===== src/rtl/muldiv_unit_pkg.sv =====
// Shared encodings for the iterative multiply/divide unit.
// Opcode, FSM state and operand-width defaults used by muldiv_unit and its bench.
package muldiv_unit_pkg;

  localparam int XLEN_DEFAULT = 32;

  typedef enum logic [1:0] {
    OP_MULT  = 2'b00,
    OP_MULTU = 2'b01,
    OP_DIV   = 2'b10,
    OP_DIVU  = 2'b11
  } op_e;

  typedef enum logic [1:0] {
    S_IDLE = 2'd0,
    S_RUN  = 2'd1,
    S_FIN  = 2'd2
  } state_e;

  function automatic logic op_is_div(input logic [1:0] op);
    return (op == OP_DIV) || (op == OP_DIVU);
  endfunction

  function automatic logic op_is_signed(input logic [1:0] op);
    return (op == OP_MULT) || (op == OP_DIV);
  endfunction

endpackage


===== src/rtl/muldiv_signfix.sv =====
// Combinational sign correction: turns unsigned magnitude results into signed HI/LO.
// Product is negated as a whole; quotient follows a^b, remainder follows the dividend.
module muldiv_signfix #(
  parameter int XLEN = 32
) (
  input  logic            is_div,
  input  logic            neg_a,
  input  logic            neg_b,
  input  logic [XLEN-1:0] mag_hi,
  input  logic [XLEN-1:0] mag_lo,
  output logic [XLEN-1:0] hi,
  output logic [XLEN-1:0] lo
);

  logic            neg_res;
  logic [2*XLEN-1:0] prod_neg;

  always_comb begin
    neg_res  = neg_a ^ neg_b;
    prod_neg = -{mag_hi, mag_lo};
    hi       = mag_hi;
    lo       = mag_lo;
    if (is_div) begin
      if (neg_res) lo = -mag_lo;
      if (neg_a)   hi = -mag_hi;
    end else if (neg_res) begin
      hi = prod_neg[2*XLEN-1:XLEN];
      lo = prod_neg[XLEN-1:0];
    end
  end

endmodule


===== src/rtl/muldiv_unit.sv =====
// Iterative 32-step multiply / restoring divide with HI/LO result registers.
// Define MULDIV_SIGNED_EN to make ops 00/10 signed; otherwise every op is unsigned.
module muldiv_unit
  import muldiv_unit_pkg::*;
#(
  parameter int XLEN = XLEN_DEFAULT
) (
  input  logic            clk,
  input  logic            rst,
  input  logic            start,
  input  logic [1:0]      op,
  input  logic [XLEN-1:0] a,
  input  logic [XLEN-1:0] b,
  output logic            busy,
  output logic            done,
  output logic [XLEN-1:0] hi,
  output logic [XLEN-1:0] lo
);

  localparam int CW = $clog2(XLEN);

  state_e            state;
  logic [CW-1:0]     count;
  logic              is_div;
  logic              b_zero;
  logic [XLEN-1:0]   mag_a;
  logic [XLEN-1:0]   mag_b;
  logic [XLEN-1:0]   rem;
  logic [2*XLEN-1:0] acc;

  logic [XLEN-1:0]   cap_a;
  logic [XLEN-1:0]   cap_b;
  logic [XLEN:0]     mul_sum;
  logic [XLEN:0]     div_shift;
  logic [XLEN:0]     div_diff;
  logic [XLEN-1:0]   res_hi;
  logic [XLEN-1:0]   res_lo;
  logic [XLEN-1:0]   fix_hi;
  logic [XLEN-1:0]   fix_lo;
  logic [XLEN-1:0]   dz_hi;

`ifdef MULDIV_SIGNED_EN
  logic            neg_a;
  logic            neg_b;
  logic            cap_neg_a;
  logic            cap_neg_b;
  logic [XLEN-1:0] a_raw;

  always_comb begin
    cap_neg_a = op_is_signed(op) & a[XLEN-1];
    cap_neg_b = op_is_signed(op) & b[XLEN-1];
    cap_a     = cap_neg_a ? -a : a;
    cap_b     = cap_neg_b ? -b : b;
  end

  muldiv_signfix #(.XLEN(XLEN)) u_signfix (
    .is_div (is_div),
    .neg_a  (neg_a),
    .neg_b  (neg_b),
    .mag_hi (res_hi),
    .mag_lo (res_lo),
    .hi     (fix_hi),
    .lo     (fix_lo)
  );

  // Divide-by-zero returns the dividend as written, not its magnitude.
  assign dz_hi = a_raw;
`else
  assign cap_a  = a;
  assign cap_b  = b;
  assign fix_hi = res_hi;
  assign fix_lo = res_lo;
  assign dz_hi  = mag_a;
`endif

  // Multiply: acc = {partial, multiplier}; divide: acc[XLEN-1:0] shifts dividend out, quotient in.
  always_comb begin
    mul_sum   = {1'b0, acc[2*XLEN-1:XLEN]} + (acc[0] ? {1'b0, mag_a} : '0);
    div_shift = {rem, acc[XLEN-1]};
    div_diff  = div_shift - {1'b0, mag_b};
    res_hi    = is_div ? rem : acc[2*XLEN-1:XLEN];
    res_lo    = acc[XLEN-1:0];
  end

  always_ff @(posedge clk or posedge rst) begin
    if (rst) begin
      state  <= S_IDLE;
      count  <= '0;
      busy   <= 1'b0;
      done   <= 1'b0;
      hi     <= '0;
      lo     <= '0;
      is_div <= 1'b0;
      b_zero <= 1'b0;
      mag_a  <= '0;
      mag_b  <= '0;
      rem    <= '0;
      acc    <= '0;
`ifdef MULDIV_SIGNED_EN
      neg_a  <= 1'b0;
      neg_b  <= 1'b0;
      a_raw  <= '0;
`endif
    end else begin
      done <= 1'b0;
      case (state)
        S_IDLE: begin
          if (start) begin
            is_div <= op_is_div(op);
            b_zero <= (b == '0);
            mag_a  <= cap_a;
            mag_b  <= cap_b;
            acc    <= {{XLEN{1'b0}}, (op_is_div(op) ? cap_a : cap_b)};
            rem    <= '0;
            count  <= '0;
            busy   <= 1'b1;
            state  <= S_RUN;
`ifdef MULDIV_SIGNED_EN
            neg_a  <= cap_neg_a;
            neg_b  <= cap_neg_b;
            a_raw  <= a;
`endif
          end
        end
        S_RUN: begin
          count <= count + CW'(1);
          if (is_div) begin
            if (!div_diff[XLEN]) begin
              rem <= div_diff[XLEN-1:0];
              acc <= {acc[2*XLEN-1:XLEN], acc[XLEN-2:0], 1'b1};
            end else begin
              rem <= div_shift[XLEN-1:0];
              acc <= {acc[2*XLEN-1:XLEN], acc[XLEN-2:0], 1'b0};
            end
          end else begin
            acc <= {mul_sum, acc[XLEN-1:1]};
          end
          if (count == CW'(XLEN-1)) state <= S_FIN;
        end
        S_FIN: begin
          if (is_div && b_zero) begin
            hi <= dz_hi;
            lo <= '1;
          end else begin
            hi <= fix_hi;
            lo <= fix_lo;
          end
          done  <= 1'b1;
          busy  <= 1'b0;
          state <= S_IDLE;
        end
        default: state <= S_IDLE;
      endcase
    end
  end

endmodule


===== config.mk =====
export PLATFORM = sky130hd
export DESIGN_NAME = muldiv_unit
export DESIGN_NICKNAME = d
export VERILOG_FILES = /design/src/rtl/muldiv_unit_pkg.sv /design/src/rtl/muldiv_signfix.sv /design/src/rtl/muldiv_unit.sv
export SDC_FILE = /design/constraint.sdc
export NUM_CORES = 1
export LEC_CHECK = 0
export BUFFER_PORTS_ARGS = -buffer_cell sky130_fd_sc_hd__buf_2
export CAP_MARGIN = 15
export CORE_ASPECT_RATIO = 0.5
export CORE_UTILIZATION = 54
export DETAILED_ROUTE_END_ITERATION = 8
export PLACE_DENSITY_LB_ADDON = 0.12
export SYNTH_ARGS = -nofsm -noshare
export SYNTH_HDL_FRONTEND = slang
export SYNTH_SLANG_ARGS = --single-unit
export TNS_END_PERCENT = 1

===== constraint.sdc =====
create_clock -name clk -period 7.88 [get_ports clk]
set_clock_uncertainty 0.15 [all_clocks]
set_input_delay 1.576 -clock clk [delete_from_list [all_inputs] [get_ports clk]]
set_output_delay 1.576 -clock clk [all_outputs]
set_load 0.01 [all_outputs]

Word level (Yosys, flattened, before mapping). Cells that the tools add are included.

Add/sub/neg operators: 3. Equal/unequal tests: 9. Multiplexer cells: 21. Reduce and logical (&&, ||, !) cells: 12.

Operators with widths (count): 2-to-1 mux 32 bit (8); 2-to-1 mux 64 bit (2); one-hot mux 64 bit (2 select lines) (1); one-hot mux 32 bit (2 select lines) (1); adder 32 x 32 -> 33 bit (1); subtractor 33 x 32 -> 33 bit (1); logical NOT 32 bit (1); one-hot mux 5 bit (2 select lines) (1); != test 2 bit, second input constant (4); AND reduction 2 bit (4); == test 2 bit, second input constant (3); AND reduction 3 bit (2); adder 5 x 1 -> 5 bit, second input constant (1); == test 5 bit, second input constant (1); 2-to-1 mux 5 bit (1); 2-to-1 mux 2 bit (2); one-hot mux 2 bit (2 select lines) (1); nonzero test 2 bit (2); 2-to-1 mux 1 bit (3); == test 2 x 1 -> 1 bit, second input constant (1); logical NOT 2 bit (1); one-hot mux 1 bit (2 select lines) (1); logical AND 1 bit (1); logical OR 1 bit (1).

Bits in registers: 235. Input port bits: 69. Output and inout port bits: 66. Logic and storage cells: 58.

Logic depth before layout (Yosys ltp).
Depth in word-level cells: 5. Gate-level depth with buffers: 14. Mapped depth without buffers: 13.

Least setup slack after synthesis. OpenSTA, ideal clock, no wires.

Path kind: register to register. Start point: register acc[31]. End point: register rem[28]. Library setup time: 127 ps. Arrival time: 2939 ps. Data required time: 7603 ps. Path slack: 4664 ps. Cell stages (with the launch flop): 14. Buffers on the path: 0. Period minus slack after synthesis: 3216 ps. Cells stage by stage: dfrtp_1 > inv_1 > ha_1 > inv_1 > fa_1 > a211o_1 > a211oi_4 > o2bb2ai_2 > and4b_4 > o21a_4 > or2_4 > a311oi_2 > mux2i_1 > nand3_1.

Word-level cells in the longest chain between the ends: 4.

Ends and longest elaborated chain: from (decl) (line muldiv_unit.sv:29) `logic [2*XLEN-1:0] acc;`; from (signal assigned) (line muldiv_unit.sv:113) `acc <= {{XLEN{1'b0}}, (op_is_div(op) ? cap_a : cap_b)};`; from (signal assigned) (line muldiv_unit.sv:130) `acc <= {acc[2*XLEN-1:XLEN], acc[XLEN-2:0], 1'b1};`; from (signal assigned) (line muldiv_unit.sv:133) `acc <= {acc[2*XLEN-1:XLEN], acc[XLEN-2:0], 1'b0};`; subtractor 33 x 32 -> 33 bit (line muldiv_unit.sv:80) `div_diff = div_shift - {1'b0, mag_b};`; 2-to-1 mux 32 bit (line muldiv_unit.sv:128) `if (!div_diff[XLEN]) begin`; 2-to-1 mux 32 bit (line muldiv_unit.sv:127) `if (is_div) begin`; one-hot mux 32 bit (2 select lines) (line muldiv_unit.sv:106) `case (state)`; to (signal assigned) (line muldiv_unit.sv:129) `rem <= div_diff[XLEN-1:0];`; to (signal assigned) (line muldiv_unit.sv:132) `rem <= div_shift[XLEN-1:0];`; to (decl) (line muldiv_unit.sv:28) `logic [XLEN-1:0] rem;`.

No other way between the ends. The select of a mux whose other input is x is not followed. A chain may end at the register's enable or synchronous reset.

Worst setup path in the final report.
Start point: register acc[31]. End point: register rem[31].

The elaborated chain is that of the path after synthesis.

==> results.toml <==
[status]
status = "finished clean"

[synth]
synth-main-ff-cell = "dfrtp_1"
yosysWarnings = 0
syn_nets = 1714
yosysTopAreaCellShare = 0.420
synth_edf_count = 0
ys_types = 74
async_flop_share = 1.00
synthCells = 1577
avgSynthCellArea_um2 = 8.88
yosysTopAreaCell = "dfrtp_1"
synthesis.area_um2 = 14000
ys_ff_latch = 235
synth-seq-area-share = 0.420
synth.area.top_cells = "dfrtp_1, nand2_1, mux2i_1"

[final_layout]
diodes = 0
layout-drive-gt1-share = 0.124
syn2layout_area_growth_pct = 11.7
final_nets = 1803
layout_commonest_cell = "nand2_1"
fillers = 2262
final_cell_mix = "nand2_1, dfrtp_1, o21ai_0"

[worst_setup_path]
cp-startpoint = "acc[31]$_DFFE_PP0P_"
reg2reg_to = "rem[31]$_DFFE_PP0P_"
path_buf_inv = 3
ff2ff_path_depth = 13
cp.depth = 13
cp_max_fo = 42
path_delay_family = "compound AO/OA/AOI/OAI gates"
critPathArrivalTime_ps = 4290
end_kind = "register"
cp_slowest_stage_delay_ps = 480
path_class = "reg2reg"
r2r_start = "acc[31]$_DFFE_PP0P_"
cpMostUsedCell = "inv_1"
worstSetupStartpointType = "register"
r2r_slack_ps = 3840
cp-endpoint = "rem[31]$_DFFE_PP0P_"
crit_slowest_cell = "dfrtp_1"
crit_required_ps = 8130
path_cells = "inv_1 -> ha_1 -> inv_1 -> fa_1 -> a211o_1 -> a211oi_4 -> o2bb2ai_2 -> and4b_4 -> o21a_4 -> o211ai_4 -> buf_4 -> or2_1 -> o21ai_0"

[clocking]
cts_tree = "yes"
clockBufferDepth = 3
root_buffer = "clkbuf_16"
clock_latency_ps = 530
cts_inserted_buffers = 23
path_clk_slew_ps = 70
cts_resized = 0
cts_max_level = 1
post_cts_buffers = 0
hold_buffers = 0
cts_sinks = 235

[sta]
finalHoldViolations = 0
rsz0062_at_grt = "no"
layout_min_cycle_time_ps = 4040
tns_ps = 0
tightest_slew_ps = 1130
clock.fmax_ghz = 0.247
hold_slack_ps = 323
slew_headroom = 0.247
setup_violations = 0
slew_violations = 0
layout_worst_path_cycle_share = 0.513
setup_slack_ps = 3840

[power]
sw_frac_of_total = 0.452
p_int_mw = 3.50
p_clk_frac = 0.172
p_per_area_nw_per_um2 = 409
p_switching_mw = 2.89
p_leak_nw = 7.15
comb_power_share = 0.506
total_power_mw = 6.39
ir_drop_mv = 0.192
seqPwrFrac = 0.322

[floorplan]
core_area_um2 = 25300
ios = 135
dieArea_um2 = 26600
rows = 41
initial_core_util = 0.552
die_w_um = 230
die_y_um = 116

[place]
gp_congestion = 0.976
portBuffers = 133
pre_cts_ws_ps = 3880
place.detailed.hpwl_um = 29600

[route]
ant_nets = 0
first_pass_iters = 5
drcViolationCount = 0
wl_per_cell_um = 19.7
vias = 12000
drtIter0Drc = 1145
wirelength_um = 40000
avgViaCountPerCell = 5.93

[global_routing]
grt_pass1_wl_um = 62800
overflow = 0
track_usage = 0.304
grt_pass1_vias = 11100
antenna_found_initial = 0
grt_max_degree = 120

[min_path]
hold_class = "reg2reg"
holdPathStages = 2

[flow_run]
drv_cap = 0
## registers in the layout, summed over array words and instances (netlist names)
signal  cells
b_zero      1
state       2
acc        64
count       5
lo         32
hi         32
busy        1
mag_b      32
done        1
is_div      1
dz_hi      32
rem        32
## cells in the mapped netlist, drive strengths merged, types with 5 or more instances
cell,instances
nand2,323
dfrtp,235
o21ai,224
mux2i,108
clkbuf,71
a21oi,68
ha,66
inv,57
nor2,45
and2,35
o211ai,35
o22a,32
xor2,29
a21o,26
nand3,22
xnor2,18
buf,14
nor3,11
o21a,11
and3,10
nor2b,10
nor4,10
o31ai,10
a211oi,8
nand4,8
nand2b,7
or2,7
a22o,6
a32oi,6
or3,6
o21bai,5
## through the flow
step	cell area (µm²)	cells	util
after floorplan	14000	1577	-
after CTS	15600	2024	0.617
after detailed placement	14900	1985	0.588
after global placement	14900	1985	0.588
final	15600	2024	0.617
after global routing	15600	2024	0.617
## power by group through the flow
stage / Combinational [mW] / Sequential, mW / Clock [mW]
6_report: 3.23 / 2.05 / 1.10
4_1_cts: 3.19 / 2.04 / 1.12
3_3_place_gp: 3.11 / 2.04 / 0
3_5_place_dp: 3.18 / 2.06 / 0
5_1_grt: 3.61 / 2.11 / 1.16
2_1_floorplan: 2.50 / 1.89 / 0
## how the worst min path moves through the flow
| stage | start | to | slack (ps) |
|---|---|---|---|
| 2_1_floorplan | count[3]$_DFFE_PP0P_ | count[3]$_DFFE_PP0P_ | 300 |
| 3_3_place_gp | hi[16]$_DFFE_PP0P_ | hi[16]$_DFFE_PP0P_ | 310 |
| 3_5_place_dp | hi[15]$_DFFE_PP0P_ | hi[15]$_DFFE_PP0P_ | 320 |
| 4_1_cts | hi[15]$_DFFE_PP0P_ | hi[15]$_DFFE_PP0P_ | 330 |
| 5_1_grt | hi[7]$_DFFE_PP0P_ | hi[7]$_DFFE_PP0P_ | 360 |
| 6_report | hi[15]$_DFFE_PP0P_ | hi[15]$_DFFE_PP0P_ | 320 |
## routing by layer
layer / share of wire / global-route usage / up-vias / wire, µm
met3: 0.10 / 0.0810 / 38 / 4010
met1: 0.51 / 0.498 / 5791 / 20500
li1: - / - / 5761 / -
met5: 0 / 0 / - / 0
met4: 0.010 / 0.0442 / 0 / 404
met2: 0.38 / 0.395 / 418 / 15100
## cell families after synthesis
family,Yosys count,synth area share
XOR/XNOR,47,0.0294
buffers and inverters,143,0.0402
flip-flops,235,0.420
AO/OA/AOI/OAI,468,0.210
multiplexers,109,0.0780
adder cells (fa/ha/maj),68,0.0618
AND/OR/NAND/NOR,507,0.161
## worst min-delay path, stage by stage (launching register included)
cell and delay [ps]:
dfrtp_1 340, nand2_1 40, o21ai_0 60
## final cells by class
cell class	count	area, µm²	area share
clock buffers	31	656	0.0419
multi-input cells	1199	7570	0.484
well taps	344	430	0.0275
flip-flops and latches	235	5880	0.376
inverters	58	221	0.0142
clock inverters	8	73.8	0.00472
repair buffers	149	798	0.0511
Power figures use the tool's default switching activity.
